==> config.mk <==
export PLATFORM = sky130hd
export DESIGN_NAME = sw_debounce
export DESIGN_NICKNAME = d
export VERILOG_FILES = /design/src/rtl/sw_debounce_pkg.sv /design/src/rtl/sw_debounce_bit.sv /design/src/rtl/sw_debounce.sv
export SDC_FILE = /design/constraint.sdc
export NUM_CORES = 1
export LEC_CHECK = 0
export CORE_UTILIZATION = 38
export CTS_CLUSTER_DIAMETER = 120
export DETAILED_ROUTE_END_ITERATION = 10
export DONT_BUFFER_PORTS = 1
export SYNTH_ARGS = -nofsm -noshare
export SYNTH_HDL_FRONTEND = slang
export SYNTH_HIERARCHICAL = 1
export SYNTH_SLANG_ARGS = --single-unit
export TNS_END_PERCENT = 20
==> constraint.sdc <==
create_clock -name clk -period 4.65 [get_ports clk]
set_input_delay 0.465 -clock clk [delete_from_list [all_inputs] [get_ports clk]]
set_output_delay 0.465 -clock clk [all_outputs]
set_load 0.03 [all_outputs]
==> src/rtl/sw_debounce_pkg.sv <==
// Shared types and constants for the slide-switch debouncer.
// Bit-level FSM encoding plus the default width and 10 ms @ 100 MHz cycle count.
package sw_pkg;

  typedef enum logic {DB_STABLE, DB_COUNTING} db_state_t;

  localparam int SW_WIDTH              = 4;
  localparam int DB_CYCLES_100MHZ_10MS = 1000000;

endpackage

==> src/rtl/sw_debounce_bit.sv <==
// One switch bit: synchroniser, stability FSM/counter and rise/fall strobes.
// With SW_DEBOUNCE_BYPASS_EN defined the FSM and counter are removed.
module sw_debounce_bit
  import sw_pkg::*;
#(
  parameter int SYNC_STAGES     = 2,
  parameter int DEBOUNCE_CYCLES = DB_CYCLES_100MHZ_10MS
) (
  input  logic      clk,
  input  logic      rst_n,
  input  logic      raw,
  output logic      clean,
  output logic      clean_nxt,
  output logic      rise,
  output logic      fall,
  output db_state_t state_dbg
);

  logic [SYNC_STAGES-1:0] sync_q;
  logic                   s;

  always_ff @(posedge clk or negedge rst_n) begin
    if (!rst_n) begin
      sync_q <= '0;
    end else begin
      sync_q <= {sync_q[SYNC_STAGES-2:0], raw};
    end
  end

  assign s = sync_q[SYNC_STAGES-1];

`ifdef SW_DEBOUNCE_BYPASS_EN

  assign clean_nxt = s;
  assign state_dbg = DB_STABLE;

  always_ff @(posedge clk or negedge rst_n) begin
    if (!rst_n) begin
      clean <= 1'b0;
      rise  <= 1'b0;
      fall  <= 1'b0;
    end else begin
      clean <= clean_nxt;
      rise  <= clean_nxt & ~clean;
      fall  <= ~clean_nxt & clean;
    end
  end

`else

  localparam int            CW      = $clog2(DEBOUNCE_CYCLES);
  localparam logic [CW-1:0] CNT_MAX = CW'(DEBOUNCE_CYCLES - 1);

  db_state_t     state;
  logic [CW-1:0] cnt;

  // The new level is accepted on the edge where the count has already reached its maximum.
  assign clean_nxt = (state == DB_COUNTING && s != clean && cnt == CNT_MAX) ? s : clean;
  assign state_dbg = state;

  always_ff @(posedge clk or negedge rst_n) begin
    if (!rst_n) begin
      state <= DB_STABLE;
      cnt   <= '0;
      clean <= 1'b0;
      rise  <= 1'b0;
      fall  <= 1'b0;
    end else begin
      case (state)
        DB_STABLE: begin
          if (s != clean) begin
            state <= DB_COUNTING;
            cnt   <= CW'(1);
          end else begin
            cnt   <= '0;
          end
        end
        DB_COUNTING: begin
          if (s == clean || cnt == CNT_MAX) begin
            state <= DB_STABLE;
            cnt   <= '0;
          end else begin
            cnt   <= cnt + 1'b1;
          end
        end
        default: begin
          state <= DB_STABLE;
          cnt   <= '0;
        end
      endcase
      clean <= clean_nxt;
      rise  <= clean_nxt & ~clean;
      fall  <= ~clean_nxt & clean;
    end
  end

`endif

endmodule

==> src/rtl/sw_debounce.sv <==
// Slide-switch input conditioning: per-bit synchronise + debounce, plus any-on flag.
// Define SW_DEBOUNCE_BYPASS_EN to pass synchronised levels straight through.
module sw_debounce
  import sw_pkg::*;
#(
  parameter int WIDTH           = SW_WIDTH,
  parameter int SYNC_STAGES     = 2,
  parameter int DEBOUNCE_CYCLES = DB_CYCLES_100MHZ_10MS
) (
  input  logic             clk,
  input  logic             rst_n,
  input  logic [WIDTH-1:0] sw_raw,
  output logic [WIDTH-1:0] sw_clean,
  output logic [WIDTH-1:0] sw_rise,
  output logic [WIDTH-1:0] sw_fall,
  output logic             sw_any
);

  logic [WIDTH-1:0] clean_nxt;
  logic [WIDTH-1:0] counting_dbg;

  for (genvar i = 0; i < WIDTH; i++) begin : g_bit
    db_state_t bit_state;

    sw_debounce_bit #(
      .SYNC_STAGES    (SYNC_STAGES),
      .DEBOUNCE_CYCLES(DEBOUNCE_CYCLES)
    ) u_bit (
      .clk      (clk),
      .rst_n    (rst_n),
      .raw      (sw_raw[i]),
      .clean    (sw_clean[i]),
      .clean_nxt(clean_nxt[i]),
      .rise     (sw_rise[i]),
      .fall     (sw_fall[i]),
      .state_dbg(bit_state)
    );

    assign counting_dbg[i] = (bit_state == DB_COUNTING);
  end

  // Built from next-state levels so the flag moves on the same edge as sw_clean.
  always_ff @(posedge clk or negedge rst_n) begin
    if (!rst_n) begin
      sw_any <= 1'b0;
    end else begin
      sw_any <= |clean_nxt;
    end
  end

  assert property (@(posedge clk) disable iff (!rst_n) (sw_rise & sw_fall) == '0);

`ifdef SW_DEBOUNCE_BYPASS_EN
  assert property (@(posedge clk) counting_dbg == '0);
`else
  assert property (@(posedge clk) disable iff (!rst_n)
                   ((sw_rise | sw_fall) & ~$past(counting_dbg)) == '0);
`endif

endmodule
Word level (Yosys, flattened, before mapping):

Index checks and enable logic that the tools add are counted.

* register bits after elaboration: 105
* input bits: 6
* output and inout bits: 13
* logic and storage cells: 102

* add/subtract/negate cells: 4
* eq/ne operators: 12
* mux-type cells: 28
* bitwise operators: 20
* reduce and logical (&&, ||, !) cells: 13

Operators by type and width (number)
* $pmux W20 S2: 4
* $add A20 B1 Y20 const B: 4
* $eq A20 B20 Y1 const B: 4
* $mux W20: 4
* $mux W1: 16
* $not A1 Y1: 12
* $and A1 B1 Y1: 8
* $logic_and A1 B1 Y1: 8
* $pmux W1 S2: 4
* $eq A1 B1 Y1: 4
* $logic_or A1 B1 Y1: 4
* $ne A1 B1 Y1: 4
* $reduce_or A4 Y1: 1

Logic depth before layout (Yosys ltp):

* word-level depth: 6
* depth in mapped cells: 7
* depth with buffers taken out: 6

By module:

Netlist, hierarchy kept.

By module, submodules not included
* sw_debounce_bit: times used 4, cells an instance 113, area an instance 1218.7 sq um, seq. area each 650.6 sq um
* sw_debounce: times used 1, cells an instance 2, area an instance 32.5 sq um, seq. area each 25.0 sq um

Worst setup path after synthesis:

OpenSTA, ideal clock, no wires.

* kind: flip-flop to flip-flop
* from: register g_bit[1].u_bit.cnt[0]
* to: register sw_any
* library setup time: 139 ps
* arrival: 2086 ps
* data required time: 4511 ps
* path slack: 2426 ps
* cell stages (with the launch flop): 8
* buffers on the path: 1
* period minus slack after synthesis: 2224 ps
* path through: dfrtp_1 -> ha_1 -> and4_1 -> buf_2 -> nand4_1 -> nor2_1 -> mux2_2 -> or4_1

* cells in the longest elaborated chain, start to end: 4

RTL lines
* start: declaration: line sw_debounce_bit.sv:55 `logic [CW-1:0] cnt;`
* start signal: assignment: line sw_debounce_bit.sv:83 `cnt <= cnt + 1'b1;`
* $eq A20 B20 Y1: line sw_debounce_bit.sv:58 `assign clean_nxt = (state == DB_COUNTING && s != clean && cnt == CNT_MAX) ? s : clean;`
* $logic_and A1 B1 Y1: line sw_debounce_bit.sv:58
* $mux W1: line sw_debounce_bit.sv:58
* via clean_nxt[1]: line sw_debounce.sv:19 `logic [WIDTH-1:0] clean_nxt;`
* $reduce_or A4 Y1: line sw_debounce.sv:47 `sw_any <= |clean_nxt;`
* end signal: assignment: line sw_debounce.sv:47
* end: declaration: line sw_debounce.sv:16 `output logic sw_any`

The timed path passes the listed nets, and every way through them passes these cells.

Worst setup path after layout:

Ends and elaborated chain as after synthesis.

==> out/results.txt <==
Worst EP arrival -> 2.69 ns
Routed wire length -> 9090 um
Sequential share of the synthesized area -> 0.535
Initial Utilization -> 0.389
Clock Tree Buf Depth -> 2
Worst path max stage delay -> 0.51 ns
Crit path max fanout -> 6
Hold Crit Class -> primary input to asynchronous set/reset pin
Post-cts sizing count -> 0
Delay-heaviest family, CP -> simple AND/OR/NAND/NOR gates
Crit-path cells -> ha_1 > and4_1 > nand4_1 > nor2_1 > mux2_2 > or4_1
Vias in the first global route -> 3245
Predominant post-synthesis flop cell -> dfrtp_1
Die X -> 116 um
Final Worst Setup Slack -> 2.18 ns
GPL Wtd Cong -> 0.789
FF+latch count, synth -> 105
CTS Sinks -> 105
Clk slew on worst S/H paths -> 0.07 ns
Final nets -> 468
Initial detailed-routing violation count -> 217
Area grow syn2layout -> 9.54%
Via count -> 3336
Critical path capture point type -> flip-flop
Worst-margin pin slew -> 0.800 ns
HPWL Detailed -> 6120 um
Share of layout cells above drive strength 1 -> 0.0799
Dpl cell area -> 0.00506 sq mm
Area of the multi-input gates -> 0.00217 sq mm
H-tree Lvls -> 3
FFs w/ async S/R, synth -> 1.00
Synth warnings -> 6
TNS Setup -> 0 ns
CP Launch Type -> flip-flop
GRT overflow -> 0
Post-route ant nets -> 0
Critical Path RT -> 4.87 ns
Setup Buffers After CTS -> 0
Num CTS Buffers -> 9
Type of the worst setup path -> flip-flop to flip-flop
Area share of the largest cell type after synthesis -> 0.535
Pre-antenna DRT Iters -> 4
Antenna Cells -> 0
Number of flops mapped to enable cells by yosys -> 0
TritonCTS clock tree -> done
Pin count of the biggest net entering global routing -> 106
Buf+Inv Stages, Crit Path -> 0
Die outline area -> 0.0134 sq mm
Post-Place Worst Slack -> 2.22 ns
Final period util -> 0.531
Syn_nets -> 464
Top cells by area, synth -> dfrtp_1 (54%), xor2_1 (6.4%), nor2_1 (4.3%)
Mean Syn Cell Area -> 10.8 sq um
Initial antenna violation count -> 0
Wire per inst -> 14.3 um
Die Y -> 116 um
Hold slack -> 0.0426 ns
Max Slew Vio Count -> 0
Worst VDD drop -> 0.178 mV
Ports -> 19
Final min period -> 2.47 ns
Register Area -> 0.00263 sq mm
Largest area contributor in the netlist -> dfrtp_1
Static Leak -> 0.00216 uW
Max cap viols -> 0
Skew-Pair Late Insertion Delay -> 0.35 ns
Status -> completed
RSZ-0062 raised after global routing -> false
Clk_skew -> 0.00747 ns
Cell area after layout -> 0.00538 sq mm
Drt drc -> 0
Pwr per Cell Area -> 318 mW/mm^2
First-pass GRT wire length -> 15900 um
Power Total -> 1710 uW
Hold Fails Final Rpt -> 0
Most common cell after layout, fill and taps aside -> dfrtp_1
Slew HR -> 0.467
Max Freq -> 405 MHz
Commonest non-fill, non-tap cells in the layout -> dfrtp_1 (105), nor2_1 (56), xor2_1 (36)
Total track usage -> 0.154
Cell variety after synth -> 29
Clock root cell -> clkbuf_16
Row count -> 41
IO Port Bufs -> 0
Placeable Area -> 0.0126 sq mm
Number of fill cells -> 1222
Post-Synthesis Cells -> 454
Synth Cell Area -> 0.00491 sq mm
Setup-failing EPs final -> 0
Via/cell ratio -> 5.25
CP max-delay cell -> or4_1
==> where the power goes <==
part / internal [uW] / leakage, uW / total [uW] / switching (uW)
Combinational: 10.5 / 0.000587 / 44.3 / 33.8
Clock: 385 / 0.000145 / 732 / 347
Sequential: 922 / 0.00143 / 931 / 8.84
Total: 1320 / 0.00216 / 1710 / 389
==> Yosys cell counts, types with 12 or more instances <==
cell,instances
dfrtp_1,105
nor2_1,56
xor2_1,36
a21oi_1,28
nand2_1,24
nand3_1,24
nand4_1,20
or4_1,17
o31ai_1,16
and4_1,12
inv_1,12
nor4b_1,12
o21ai_0,12
or3_1,12
xnor2_1,12
==> cells by family (layout without fill, tap and decap cells) <==
group	count (synthesis)	in the layout	share of synthesized area
and+or+nand+nor	209	209	0.259
DFF	105	105	0.535
AOI/OAI and AO/OA	64	64	0.0785
xor gates and xnor gates	48	48	0.0857
buffers and inverters	20	29	0.0224
adders and majority gates	4	4	0.0102
muxes	4	4	0.00918
==> metal layers <==
metal | share of wire | track usage | wire (um)
met5 | 0 | 0 | 0
met4 | 0.012 | 0.0462 | 105
met3 | 0.040 | 0.0513 | 368
met2 | 0.46 | 0.240 | 4200
met1 | 0.49 | 0.205 | 4420
==> flip-flops by register name, indices dropped and copies added (netlist names) <==
signal                 cells
g_bit.u_bit/cnt           80
g_bit.u_bit/sync_q         8
g_bit.u_bit/clean          4
g_bit.u_bit/fall           4
g_bit.u_bit/rise           4
g_bit.u_bit/state_dbg      4
sw_any                     1
==> cell type report <==
cell class | instances | area share
Timing Repair Buffer | 1 | 0.00512
Tap cell | 172 | 0.0400
Sequential cell | 105 | 0.489
Clock buffer | 10 | 0.0445
Multi-Input combinational cell | 329 | 0.404
Inverter | 12 | 0.00838
Clock inverter | 6 | 0.00954
==> metrics by stage <==
| stage | utilization | instances |
|---|---|---|
| 6_report | 0.426 | 635 |
| 5_1_grt | 0.426 | 635 |
| 4_1_cts | 0.426 | 635 |
| 3_5_place_dp | 0.401 | 618 |
| 3_3_place_gp | 0.401 | 618 |
| 2_1_floorplan | - | 454 |
==> worst paths after layout <==
kind | cells after the start | slack, ns | end | from
max | 6 | 2.18 | sw_any | g_bit[1].u_bit/cnt[0]
min | 1 | 0.04 | g_bit[3].u_bit/cnt[18] | rst_n
max reg2reg | 6 | 2.18 | sw_any | g_bit[1].u_bit/cnt[0]
min reg2reg | 0 | 0.35 | g_bit[2].u_bit/sync_q[1] | g_bit[2].u_bit/sync_q[0]
max in group asynchronous | 1 | 4.21 | g_bit[0].u_bit/cnt[18] | rst_n
min in group clk | 0 | 0.14 | g_bit[3].u_bit/sync_q[0] | sw_raw[3]
==> timing repair <==
action                                 CTS  global route
endpoints found under the hold margin  105             0
hold buffers                             1             0
setup endpoints to repair                0             0
No activity file was read; power rests on OpenSTA's default activity.
